--- config.mk ---
export PLATFORM = sky130hd
export DESIGN_NAME = fizzbuzz_stream_gen_flat
export DESIGN_NICKNAME = d
export VERILOG_FILES = /design/src/rtl/fizzbuzz_stream_gen_pkg.sv /design/src/rtl/fizzbuzz_stream_gen_if.sv /design/src/rtl/fizzbuzz_stream_gen_bcd_counter.sv /design/src/rtl/fizzbuzz_stream_gen.sv /design/src/flat_wrapper.sv
export SDC_FILE = /design/constraint.sdc
export NUM_CORES = 1
export LEC_CHECK = 0
export CAP_MARGIN = 10
export CORE_AREA = 8 8 62 64
export CTS_BUF_LIST = sky130_fd_sc_hd__clkbuf_16
export CTS_CLUSTER_SIZE = 30
export DETAILED_ROUTE_END_ITERATION = 10
export DIE_AREA = 0 0 70 72
export GPL_TIMING_DRIVEN = 0
export PLACE_DENSITY = 0.75
export REMOVE_ABC_BUFFERS = 1
export SYNTH_ARGS = -nofsm -noshare
export SYNTH_HDL_FRONTEND = slang
export SYNTH_HIERARCHICAL = 1
export SYNTH_SLANG_ARGS = --single-unit
--- constraint.sdc ---
create_clock -name clk -period 2.9 [get_ports clk]
set_clock_uncertainty 0.15 [all_clocks]
set_input_delay 0.58 -clock clk [delete_from_list [all_inputs] [get_ports clk]]
set_output_delay 0.58 -clock clk [all_outputs]
set_load 0.01 [all_outputs]
--- src/rtl/fizzbuzz_stream_gen_pkg.sv ---
// fizzbuzz_pkg
// Shared types and helpers for the FizzBuzz stream generator.
//   fb_kind_t   classification tag carried with every output beat
//   fb_state_t  sequencer states
//   classify()  kind from the mod-3 / mod-5 residues
// Optional feature macro: FIZZBUZZ_ASCII_EN
//   adds the ASCII text constants and bcd_digits(), used only by the byte-stream build.
package fizzbuzz_pkg;

    typedef enum logic [1:0] {
        FB_NUM      = 2'd0,
        FB_FIZZ     = 2'd1,
        FB_BUZZ     = 2'd2,
        FB_FIZZBUZZ = 2'd3
    } fb_kind_t;

    typedef enum logic [1:0] {
        IDLE   = 2'd0,
        EMIT   = 2'd1,
        FINISH = 2'd2
    } fb_state_t;

    // A residue of zero means the number is a multiple of 3 (r3) or 5 (r5).
    function automatic fb_kind_t classify(input logic [1:0] r3, input logic [2:0] r5);
        fb_kind_t kind;
        if (r3 == 2'd0 && r5 == 3'd0) begin
            kind = FB_FIZZBUZZ;
        end else if (r3 == 2'd0) begin
            kind = FB_FIZZ;
        end else if (r5 == 3'd0) begin
            kind = FB_BUZZ;
        end else begin
            kind = FB_NUM;
        end
        return kind;
    endfunction

`ifdef FIZZBUZZ_ASCII_EN
    localparam logic [31:0] FIZZ_STR  = "Fizz";
    localparam logic [31:0] BUZZ_STR  = "Buzz";
    localparam logic [7:0]  CHAR_NL   = 8'h0A;
    localparam logic [7:0]  CHAR_ZERO = 8'h30;

    // Number of decimal digits needed for the largest WIDTH-bit value.
    // Evaluated at elaboration only; no divider reaches hardware.
    function automatic int bcd_digits(input int width);
        longint unsigned v;
        int              d;
        v = (64'd1 << width) - 64'd1;
        d = 0;
        for (int i = 0; i < 20; i++) begin
            if (v != 64'd0) begin
                v = v / 64'd10;
                d = d + 1;
            end
        end
        if (d == 0) begin
            d = 1;
        end
        return d;
    endfunction
`endif

endpackage

--- src/rtl/fizzbuzz_stream_gen_if.sv ---
// fizzbuzz_stream_gen_if
// Valid/ready token stream from the FizzBuzz generator to its consumer.
//   m_valid  producer has a beat      m_ready  consumer accepts it
//   m_kind   NUM/FIZZ/BUZZ/FIZZBUZZ   m_number current number
//   m_eol    last beat of the number  m_char   ASCII byte (FIZZBUZZ_ASCII_EN only)
// Optional feature macro: FIZZBUZZ_ASCII_EN
interface fizzbuzz_stream_gen_if #(
    parameter int WIDTH = 8
);
    import fizzbuzz_pkg::*;

    logic             m_valid;
    logic             m_ready;
    fb_kind_t         m_kind;
    logic [WIDTH-1:0] m_number;
    logic             m_eol;
`ifdef FIZZBUZZ_ASCII_EN
    logic [7:0]       m_char;

    modport master (output m_valid, m_kind, m_number, m_eol, m_char, input m_ready);
    modport slave  (input m_valid, m_kind, m_number, m_eol, m_char, output m_ready);
`else
    modport master (output m_valid, m_kind, m_number, m_eol, input m_ready);
    modport slave  (input m_valid, m_kind, m_number, m_eol, output m_ready);
`endif

endinterface

--- src/rtl/fizzbuzz_stream_gen_bcd_counter.sv ---
// fizzbuzz_bcd_counter
// Decimal counter that tracks the current number so its digits can be printed
// without division. Present only in the FIZZBUZZ_ASCII_EN build.
//   clk, rst_n  clock, asynchronous active-low reset
//   clear       restart from zero (clear together with incr yields 1)
//   incr        add one
//   digits_nx   BCD value the counter holds after this edge
//   msd_nx      index of the most significant non-zero digit of digits_nx
// Optional feature macro: FIZZBUZZ_ASCII_EN
`ifdef FIZZBUZZ_ASCII_EN
module fizzbuzz_bcd_counter #(
    parameter int DIGITS = 3,
    parameter int IDX_W  = 2
) (
    input  logic                clk,
    input  logic                rst_n,
    input  logic                clear,
    input  logic                incr,
    output logic [4*DIGITS-1:0] digits_nx,
    output logic [IDX_W-1:0]    msd_nx
);

    logic [4*DIGITS-1:0] digits_q;
    logic [4*DIGITS-1:0] digits_d;

    // Ripple a decimal carry from the least significant digit upwards.
    always_comb begin
        logic [4*DIGITS-1:0] base;
        logic [3:0]          nib;
        logic                carry;
        base     = clear ? '0 : digits_q;
        carry    = incr;
        nib      = 4'd0;
        digits_d = base;
        for (int i = 0; i < DIGITS; i++) begin
            nib = base[4*i +: 4];
            if (carry) begin
                if (nib == 4'd9) begin
                    nib = 4'd0;
                end else begin
                    nib   = nib + 4'd1;
                    carry = 1'b0;
                end
            end
            digits_d[4*i +: 4] = nib;
        end
    end

    // Highest non-zero digit decides where the printed number starts.
    always_comb begin
        msd_nx = '0;
        for (int i = 0; i < DIGITS; i++) begin
            if (digits_d[4*i +: 4] != 4'd0) begin
                msd_nx = IDX_W'(i);
            end
        end
    end

    assign digits_nx = digits_d;

    always_ff @(posedge clk or negedge rst_n) begin
        if (!rst_n) begin
            digits_q <= '0;
        end else begin
            digits_q <= digits_d;
        end
    end

endmodule
`endif

--- src/rtl/fizzbuzz_stream_gen.sv ---
// fizzbuzz_stream_gen
// Emits the FizzBuzz sequence 1..limit as a registered valid/ready stream.
// Divisibility comes from wrap-around mod-3 / mod-5 residue counters.
//   clk, rst_n  clock, asynchronous active-low reset
//   start       request, acted on only while idle
//   limit       last number, captured with an accepted start
//   busy        a sequence is being streamed
//   done        one-cycle completion pulse (never with m_valid)
//   m           stream master port (fizzbuzz_stream_gen_if.master)
// Optional feature macro: FIZZBUZZ_ASCII_EN
//   each number becomes "Fizz\n", "Buzz\n", "FizzBuzz\n" or its decimal digits
//   plus "\n", one byte per beat on m.m_char; m_eol marks the '\n' byte.
module fizzbuzz_stream_gen
    import fizzbuzz_pkg::*;
#(
    parameter int WIDTH = 8
) (
    input  logic                  clk,
    input  logic                  rst_n,
    input  logic                  start,
    input  logic [WIDTH-1:0]      limit,
    output logic                  busy,
    output logic                  done,
    fizzbuzz_stream_gen_if.master m
);

    fb_state_t        state_q, state_d;
    logic [WIDTH-1:0] n_q, n_d;
    logic [WIDTH-1:0] limit_q, limit_d;
    logic [1:0]       r3_q, r3_d;
    logic [2:0]       r5_q, r5_d;
    logic             m_valid_q, m_valid_d;
    fb_kind_t         m_kind_q, m_kind_d;
    logic             m_eol_q, m_eol_d;
    logic             busy_q, busy_d;
    logic             done_q, done_d;
    logic             restart;
    logic             advance;

`ifdef FIZZBUZZ_ASCII_EN
    localparam int DIGITS = bcd_digits(WIDTH);
    localparam int IDX_W  = (DIGITS > 1) ? $clog2(DIGITS) : 1;

    logic [3:0]          idx_q, idx_d;
    logic [7:0]          m_char_q, m_char_d;
    logic                step_byte;
    logic [4*DIGITS-1:0] bcd_digits_nx;
    logic [IDX_W-1:0]    bcd_msd_nx;

    // Byte at position idx of the text for one number.
    function automatic logic [7:0] char_at(input fb_kind_t kind, input logic [3:0] idx,
                                           input logic [4*DIGITS-1:0] dig,
                                           input logic [IDX_W-1:0] msd);
        logic [7:0] c;
        int         p;
        int         top;
        p   = int'(idx);
        top = int'(msd);
        c   = CHAR_NL;
        case (kind)
            FB_FIZZ:     if (p < 4) c = FIZZ_STR[8*(3-p) +: 8];
            FB_BUZZ:     if (p < 4) c = BUZZ_STR[8*(3-p) +: 8];
            FB_FIZZBUZZ: begin
                if (p < 4) begin
                    c = FIZZ_STR[8*(3-p) +: 8];
                end else if (p < 8) begin
                    c = BUZZ_STR[8*(7-p) +: 8];
                end
            end
            default:     if (p <= top) c = CHAR_ZERO + {4'd0, dig[4*(top-p) +: 4]};
        endcase
        return c;
    endfunction

    // True on the '\n' position, which ends the text of one number.
    function automatic logic is_last(input fb_kind_t kind, input logic [3:0] idx,
                                     input logic [IDX_W-1:0] msd);
        logic last;
        case (kind)
            FB_FIZZ, FB_BUZZ: last = (idx == 4'd4);
            FB_FIZZBUZZ:      last = (idx == 4'd8);
            default:          last = (int'(idx) == int'(msd) + 1);
        endcase
        return last;
    endfunction

    fizzbuzz_bcd_counter #(
        .DIGITS (DIGITS),
        .IDX_W  (IDX_W)
    ) u_bcd (
        .clk       (clk),
        .rst_n     (rst_n),
        .clear     (restart),
        .incr      (restart | advance),
        .digits_nx (bcd_digits_nx),
        .msd_nx    (bcd_msd_nx)
    );
`endif

    // Sequencer: every beat is built here and registered, so a stalled beat
    // stays frozen simply because nothing moves without a transfer.
    always_comb begin
        state_d   = state_q;
        n_d       = n_q;
        limit_d   = limit_q;
        r3_d      = r3_q;
        r5_d      = r5_q;
        m_valid_d = m_valid_q;
        m_kind_d  = m_kind_q;
        m_eol_d   = m_eol_q;
        busy_d    = busy_q;
        done_d    = 1'b0;
        restart   = 1'b0;
        advance   = 1'b0;
`ifdef FIZZBUZZ_ASCII_EN
        idx_d     = idx_q;
        m_char_d  = m_char_q;
        step_byte = 1'b0;
`endif
        case (state_q)
            IDLE: begin
                if (start) begin
                    limit_d = limit;
                    if (limit != '0) begin
                        state_d   = EMIT;
                        restart   = 1'b1;
                        n_d       = {{(WIDTH-1){1'b0}}, 1'b1};
                        r3_d      = 2'd1;
                        r5_d      = 3'd1;
                        m_valid_d = 1'b1;
                        busy_d    = 1'b1;
`ifdef FIZZBUZZ_ASCII_EN
                        idx_d     = 4'd0;
`endif
                    end else begin
                        // Empty sequence: report completion without any beat.
                        state_d = FINISH;
                        done_d  = 1'b1;
                    end
                end
            end
            EMIT: begin
                if (m_valid_q && m.m_ready) begin
                    if (m_eol_q) begin
                        // n never passes limit, so limit = all-ones cannot wrap.
                        if (n_q == limit_q) begin
                            state_d   = FINISH;
                            m_valid_d = 1'b0;
                            busy_d    = 1'b0;
                            done_d    = 1'b1;
                        end else begin
                            advance = 1'b1;
                            n_d     = n_q + 1'b1;
                            r3_d    = (r3_q == 2'd2) ? 2'd0 : r3_q + 2'd1;
                            r5_d    = (r5_q == 3'd4) ? 3'd0 : r5_q + 3'd1;
`ifdef FIZZBUZZ_ASCII_EN
                            idx_d   = 4'd0;
`endif
                        end
                    end
`ifdef FIZZBUZZ_ASCII_EN
                    else begin
                        step_byte = 1'b1;
                        idx_d     = idx_q + 4'd1;
                    end
`endif
                end
            end
            FINISH: begin
                state_d = IDLE;
            end
            default: begin
                state_d = IDLE;
            end
        endcase

        if (restart || advance) begin
            m_kind_d = classify(r3_d, r5_d);
        end
`ifdef FIZZBUZZ_ASCII_EN
        // The counter's next value is used so the first digit of a new number
        // is already correct in the registered byte.
        if (restart || advance || step_byte) begin
            m_char_d = char_at(m_kind_d, idx_d, bcd_digits_nx, bcd_msd_nx);
            m_eol_d  = is_last(m_kind_d, idx_d, bcd_msd_nx);
        end
`else
        if (restart || advance) begin
            m_eol_d = 1'b1;
        end
`endif
    end

    // State and output registers; reset aborts any sequence silently.
    always_ff @(posedge clk or negedge rst_n) begin
        if (!rst_n) begin
            state_q   <= IDLE;
            n_q       <= '0;
            limit_q   <= '0;
            r3_q      <= 2'd0;
            r5_q      <= 3'd0;
            m_valid_q <= 1'b0;
            m_kind_q  <= FB_NUM;
            m_eol_q   <= 1'b0;
            busy_q    <= 1'b0;
            done_q    <= 1'b0;
`ifdef FIZZBUZZ_ASCII_EN
            idx_q     <= 4'd0;
            m_char_q  <= 8'd0;
`endif
        end else begin
            state_q   <= state_d;
            n_q       <= n_d;
            limit_q   <= limit_d;
            r3_q      <= r3_d;
            r5_q      <= r5_d;
            m_valid_q <= m_valid_d;
            m_kind_q  <= m_kind_d;
            m_eol_q   <= m_eol_d;
            busy_q    <= busy_d;
            done_q    <= done_d;
`ifdef FIZZBUZZ_ASCII_EN
            idx_q     <= idx_d;
            m_char_q  <= m_char_d;
`endif
        end
    end

    assign busy       = busy_q;
    assign done       = done_q;
    assign m.m_valid  = m_valid_q;
    assign m.m_kind   = m_kind_q;
    assign m.m_number = n_q;
    assign m.m_eol    = m_eol_q;
`ifdef FIZZBUZZ_ASCII_EN
    assign m.m_char   = m_char_q;
`endif

endmodule

--- src/flat_wrapper.sv ---
// flat-port wrapper written by rule: the top's interface ports become plain ports
module fizzbuzz_stream_gen_flat import fizzbuzz_pkg::*;
#(
    parameter int WIDTH = 8
)
  (clk, rst_n, start, limit, busy, done, m_m_valid, m_m_kind, m_m_number, m_m_eol, m_m_ready);
  fizzbuzz_stream_gen_if #(.WIDTH(WIDTH)) m_i ();
  input  logic clk;
  input  logic rst_n;
  input  logic start;
  input  logic [WIDTH-1:0] limit;
  output logic busy;
  output logic done;
  output wire logic [$bits(m_i.m_valid)-1:0] m_m_valid;
  output wire logic [$bits(m_i.m_kind)-1:0] m_m_kind;
  output wire logic [$bits(m_i.m_number)-1:0] m_m_number;
  output wire logic [$bits(m_i.m_eol)-1:0] m_m_eol;
  input wire logic [$bits(m_i.m_ready)-1:0] m_m_ready;
  assign m_m_valid = m_i.m_valid;
  assign m_m_kind = m_i.m_kind;
  assign m_m_number = m_i.m_number;
  assign m_m_eol = m_i.m_eol;
  assign m_i.m_ready = m_m_ready;
  fizzbuzz_stream_gen #(.WIDTH(WIDTH)) u_core (.clk(clk), .rst_n(rst_n), .start(start), .limit(limit), .busy(busy), .done(done), .m(m_i));
endmodule
Yosys cells after proc, flatten, opt, wreduce, memory -nomap -nowiden
Index checks and enable logic that the tools add are counted.
- add/sub/neg operators: 3
- eq/ne operators: 10
- multiplexer cells: 48
- reductions and logical operators: 12
- operators by type and width (kind ; number):
    $mux W8 ; 5
    $mux W2 ; 14
    $mux W3 ; 6
    $mux W1 ; 17
    $pmux W8 S2 ; 1
    $reduce_and A6 Y1 ; 2
    $add A8 B1 Y8 const B ; 1
    $eq A8 B8 Y1 ; 1
    $ne A2 B1 Y1 const B ; 4
    $pmux W2 S2 ; 2
    $reduce_bool A8 Y1 ; 1
    $pmux W3 S2 ; 1
    $logic_not A2 Y1 ; 2
    $ne A2 B2 Y1 const B ; 2
    $pmux W1 S2 ; 2
    $reduce_and A4 Y1 ; 1
    $add A3 B1 Y3 const B ; 1
    $eq A3 B3 Y1 const B ; 1
    $logic_not A3 Y1 ; 1
    $add A2 B1 Y2 const B ; 1
    $eq A2 B1 Y1 const B ; 1
    $eq A2 B2 Y1 const B ; 1
    $logic_and A1 B1 Y1 ; 2
    $reduce_and A2 Y1 ; 1
    other kinds (2) ; 2
- register bits: 28
- input bits: 12

Logic depth before layout (Yosys ltp)
- depth in word-level cells: 10
- depth in mapped cells: 8

Worst setup path before layout
Ideal clock, no wire load.
- path kind: input -> register
- from: input port limit[1]
- to: register u_core.m_kind_q[1], in the netlist u_core/m.m_kind[1]
- setup time: 0.127 ns
- data arrival time: 1.578 ns
- required time: 2.623 ns
- path slack: 1.044 ns
- cell stages on the path: 7
- path buffers: 1
- cells stage by stage: nor4_2 -> nand2_1 -> nand2b_1 -> buf_2 -> o211ai_1 -> o211ai_1 -> o31ai_2
- word-level cells in the longest chain between the ends: 8
- elaborated cells on any way between the ends: 17
- classes of those cells: mux: 12; reduce/logical: 5
- ends and longest elaborated chain (element ; line ; source):
    start: declaration ; flat_wrapper.sv:11 ; input logic [WIDTH-1:0] limit;
    $reduce_bool A8 Y1 (*) ; fizzbuzz_stream_gen.sv:124 ; if (limit != '0) begin
    $mux W3 ; fizzbuzz_stream_gen.sv:124 ;
    $mux W3 ; fizzbuzz_stream_gen.sv:122 ; if (start) begin
    $pmux W3 S2 ; fizzbuzz_stream_gen.sv:120 ; case (state_q)
    $logic_not A3 Y1 ; fizzbuzz_stream_gen_pkg.sv:26, fizzbuzz_stream_gen_pkg.sv:30 ;
    $mux W2 ; fizzbuzz_stream_gen_pkg.sv:30 ; end else if (r5 == 3'd0) begin
    $mux W2 ; fizzbuzz_stream_gen_pkg.sv:28 ; end else if (r3 == 2'd0) begin
    $mux W2 ; fizzbuzz_stream_gen_pkg.sv:26 ; if (r3 == 2'd0 && r5 == 3'd0) begin
    end signal: assignment ; fizzbuzz_stream_gen.sv:218 ; m_kind_q <= m_kind_d;
    end: declaration ; fizzbuzz_stream_gen.sv:33 ; fb_kind_t m_kind_q, m_kind_d;
Every way passes the cells marked *; elsewhere a longest branch is shown, timed or not.
A chain may end at the register's enable or synchronous reset.

Worst setup path after layout
- from: input port start
- to: register u_core.m_kind_q[1], in the netlist u_core/m.m_kind[1]
- word-level cells in the longest chain between the ends: 6
- elaborated cells on any way between the ends: 13
- classes of those cells: mux: 9; reduce/logical: 4
- ends and longest elaborated chain (element ; line ; source):
    start: declaration ; flat_wrapper.sv:10 ; input logic start;
    $mux W3 (*) ; fizzbuzz_stream_gen.sv:122 ;
    $pmux W3 S2 (*) ; fizzbuzz_stream_gen.sv:120 ;
    net u_core.r5_d[0] ; fizzbuzz_stream_gen.sv:31 ; logic [2:0] r5_q, r5_d;
    $logic_not A3 Y1 (*) ; fizzbuzz_stream_gen_pkg.sv:26, fizzbuzz_stream_gen_pkg.sv:30 ;
    $mux W2 ; fizzbuzz_stream_gen_pkg.sv:30 ;
    $mux W2 ; fizzbuzz_stream_gen_pkg.sv:28 ;
    $mux W2 (*) ; fizzbuzz_stream_gen_pkg.sv:26 ;
Mark *: on every way through the listed nets, which the timed path passes. The rest lies on a longest branch.

==> metrics.txt <==
crit path launch type=primary input; status=finished, final reports clean; routed length per instance=14.8 um; met1 Track Usage GR=13.6%; critical path fanouts, max=12; CTS buffer count=3; vias in the first global route=1076; Slowest cell on crit path=a21oi_2; largest net degree at the start of global routing=29; first-pass GRT wire length=4910 um; LEAKAGE=0.690 nW; initial antenna violation count=0; #FFs+latches synth=28; Final ANT Viol Nets=0; Tcrit/Tclk final=84.9%; vias per cell=5.40; predominant post-synthesis flop cell=dfrtp_1; initial core utilization=48.0%; crit end category=flop; Max clock buf depth=2; Pint=0.00102 W; number of flops mapped to enable cells by yosys=0; CTS tree=built; Hold WC Path Type=in2async; final hold viol count=0; Layout area overhead=22.8%; Slew Limit Fails=0; chip width=70 um; Flop pwr share=41.8%; ys async rst share=100%; Final #Nets=166; MaxCap Viol Count=0; most common cell after layout, fill and taps aside=dfrtp_1; gr ovfl total=0; Worst-Skew Late Latency=250 ps; Avg Cell Area, Syn=11.0 um2; routed wire length=2690 um; GRT busiest layer=met2; Die ar.=5040 um2; htree depth=1; crit-path max cell delay=540 ps; r2r setup slk=700 ps; commonest cells after routing, fill and taps aside=28 x dfrtp_1, 24 x clkdlybuf4s50_1, 14 x nand2_1; synthesized area=1390 um2; Post-CTS Hold Buffers=0; Resize count post-CTS=0; ant diodes=0; final-layout fill cell count=262; Clock Sinks=28; share of cells above drive strength 1=11.4%; GPL Wtd Cong=0.731; Final Power=0.00158 W; Pre-Repair DR Iteration Count=4; worst slew pin tran=605 ps; post-synthesis cell type count=33; io pins=26; Comb power frac=39.0%; detailed placement HPWL=2040 um; Post-CTS Setup Bufs=0; TNS Setup=0 ps; via count=983; Sw Pwr=0.000554 W; Core ar.=2900 um2; Yosys warning count=6; crit path cell chain=clkdlybuf4s50_1 > nand2b_1 > nand2b_1 > a21oi_2 > a21oi_1 > a21oi_1 > o31ai_2; Mapped Cells=127; Clk pwr share=19.2%; # setup viols final=0; CP required=2890 ps; WP data arrival=2450 ps; Switching Fraction=35.1%; sequential area share after synthesis=50.3%; Max IR drop VDD=0.000541 V; clk root buf=clkbuf_16; met3 usage=3.82%; CTS clock-pin slew for the worst setup and hold paths=60 ps; CP Class=in2reg; IO buf count=25; GRT Resource Usage Total=11.3%; pwr/cell area=923 nW/um2; Final min period=2460 ps; initial DRC count=28; Die Ht=72 um; FP Rows=20; drt drc=0; max frequency=0.406 GHz; met2 Usage GRT=19.3%; Rel. slew slack=59.6%; RSZ-0062 raised after global routing=no
synth_stat cells, types with 2 or more instances:
cell type / count / area [um2]
a211oi_2: 2 / 25.0
nor4_2: 2 / 25.0
nand2b_1: 4 / 25.0
a21oi_1: 6 / 30.0
xnor2_1: 11 / 96.3
mux2_1: 5 / 56.3
buf_4: 3 / 22.5
nor2_1: 12 / 45.0
nand3_1: 2 / 10.0
o211ai_1: 2 / 15.0
ha_1: 3 / 37.5
dfrtp_1: 28 / 701
o31ai_2: 2 / 25.0
o21ai_1: 3 / 15.0
nand2_1: 14 / 52.6
nand4_1: 4 / 25.0
buf_2: 2 / 10.0
inv_1: 3 / 11.3
mux2_2: 3 / 33.8
xor2_1: 3 / 26.3
per-stage QoR:
stage	utilization (%)	cells	area (um2)	setup slack (ps)	hold slack, ps
floorplan	-	121	1350	944	134
global placement	56.5	179	1640	173	323
detailed placement	56.5	179	1640	150	326
CTS	59.1	182	1720	398	341
global route	58.9	182	1710	176	244
finish	58.9	182	1710	436	180
power groups by stage:
stage,registers (W),logic (W),clock network (W)
after floorplan,0.000658,0.000413,0
after detailed placement,0.000669,0.000618,0
after CTS,0.000661,0.000626,0.000311
after global routing,0.000680,0.000694,0.000326
final,0.000660,0.000616,0.000302
after global placement,0.000663,0.000601,0
worst paths after layout:
kind | startpoint | endpoint | cells past startpoint
setup / recovery | start | u_core/m.m_kind[1] | 7
hold / removal | rst_n | u_core/state_q[0] | 1
setup reg to reg | u_core/state_q[0] | u_core/m.m_kind[1] | 6
hold reg to reg | u_core/m.m_kind[1] | u_core/m.m_kind[1] | 2
max in group asynchronous | rst_n | u_core/r5_q[0] | 1
min in group clk | u_core/m.m_kind[1] | u_core/m.m_kind[1] | 2
sequential cells by signal, summed over array words and instances, names as in the netlist:
signal	count
u_core/busy	1
u_core/limit_q	8
u_core/r3_q	2
u_core/m.m_kind	2
u_core/r5_q	3
u_core/done	1
u_core/m.m_eol	1
u_core/state_q	2
u_core/m.m_number	8
per-layer routing:
layer	routed length, um	part of all wire (%)	vias up
met1	1180	44	476
met4	10	0.37	0
met2	1290	48	23
li1	-	-	482
met5	0	0	-
met3	214	8.0	2
layout make-up:
type	count	area (um2)	area share, %
sequential	28	701	41.0
multi-input combinational	90	637	37.2
timing repair buffer	25	245	14.3
clock buffer	3	75.1	4.39
tap	33	41.3	2.41
inverter	3	11.3	0.658
cells by family (layout without fill, tap and decap cells):
| kind of cell | Yosys count | after routing | synth area share, % |
|---|---|---|---|
| adder cells (fa/ha/maj) | 3 | 3 | 2.70 |
| XOR/XNOR | 14 | 14 | 8.81 |
| AND/OR/NAND/NOR | 43 | 43 | 15.8 |
| multiplexers | 8 | 8 | 6.47 |
| buffers and inverters | 9 | 31 | 3.95 |
| flip-flops | 28 | 28 | 50.3 |
| AO/OA/AOI/OAI | 22 | 22 | 11.9 |
critical path: cells and delay by family:
family                 cells  cell delay, ps
AOI/OAI and AO/OA          4             980
and+or+nand+nor            2             420
buffers and inverters      1             450
(Power assumes the default switching activity.)
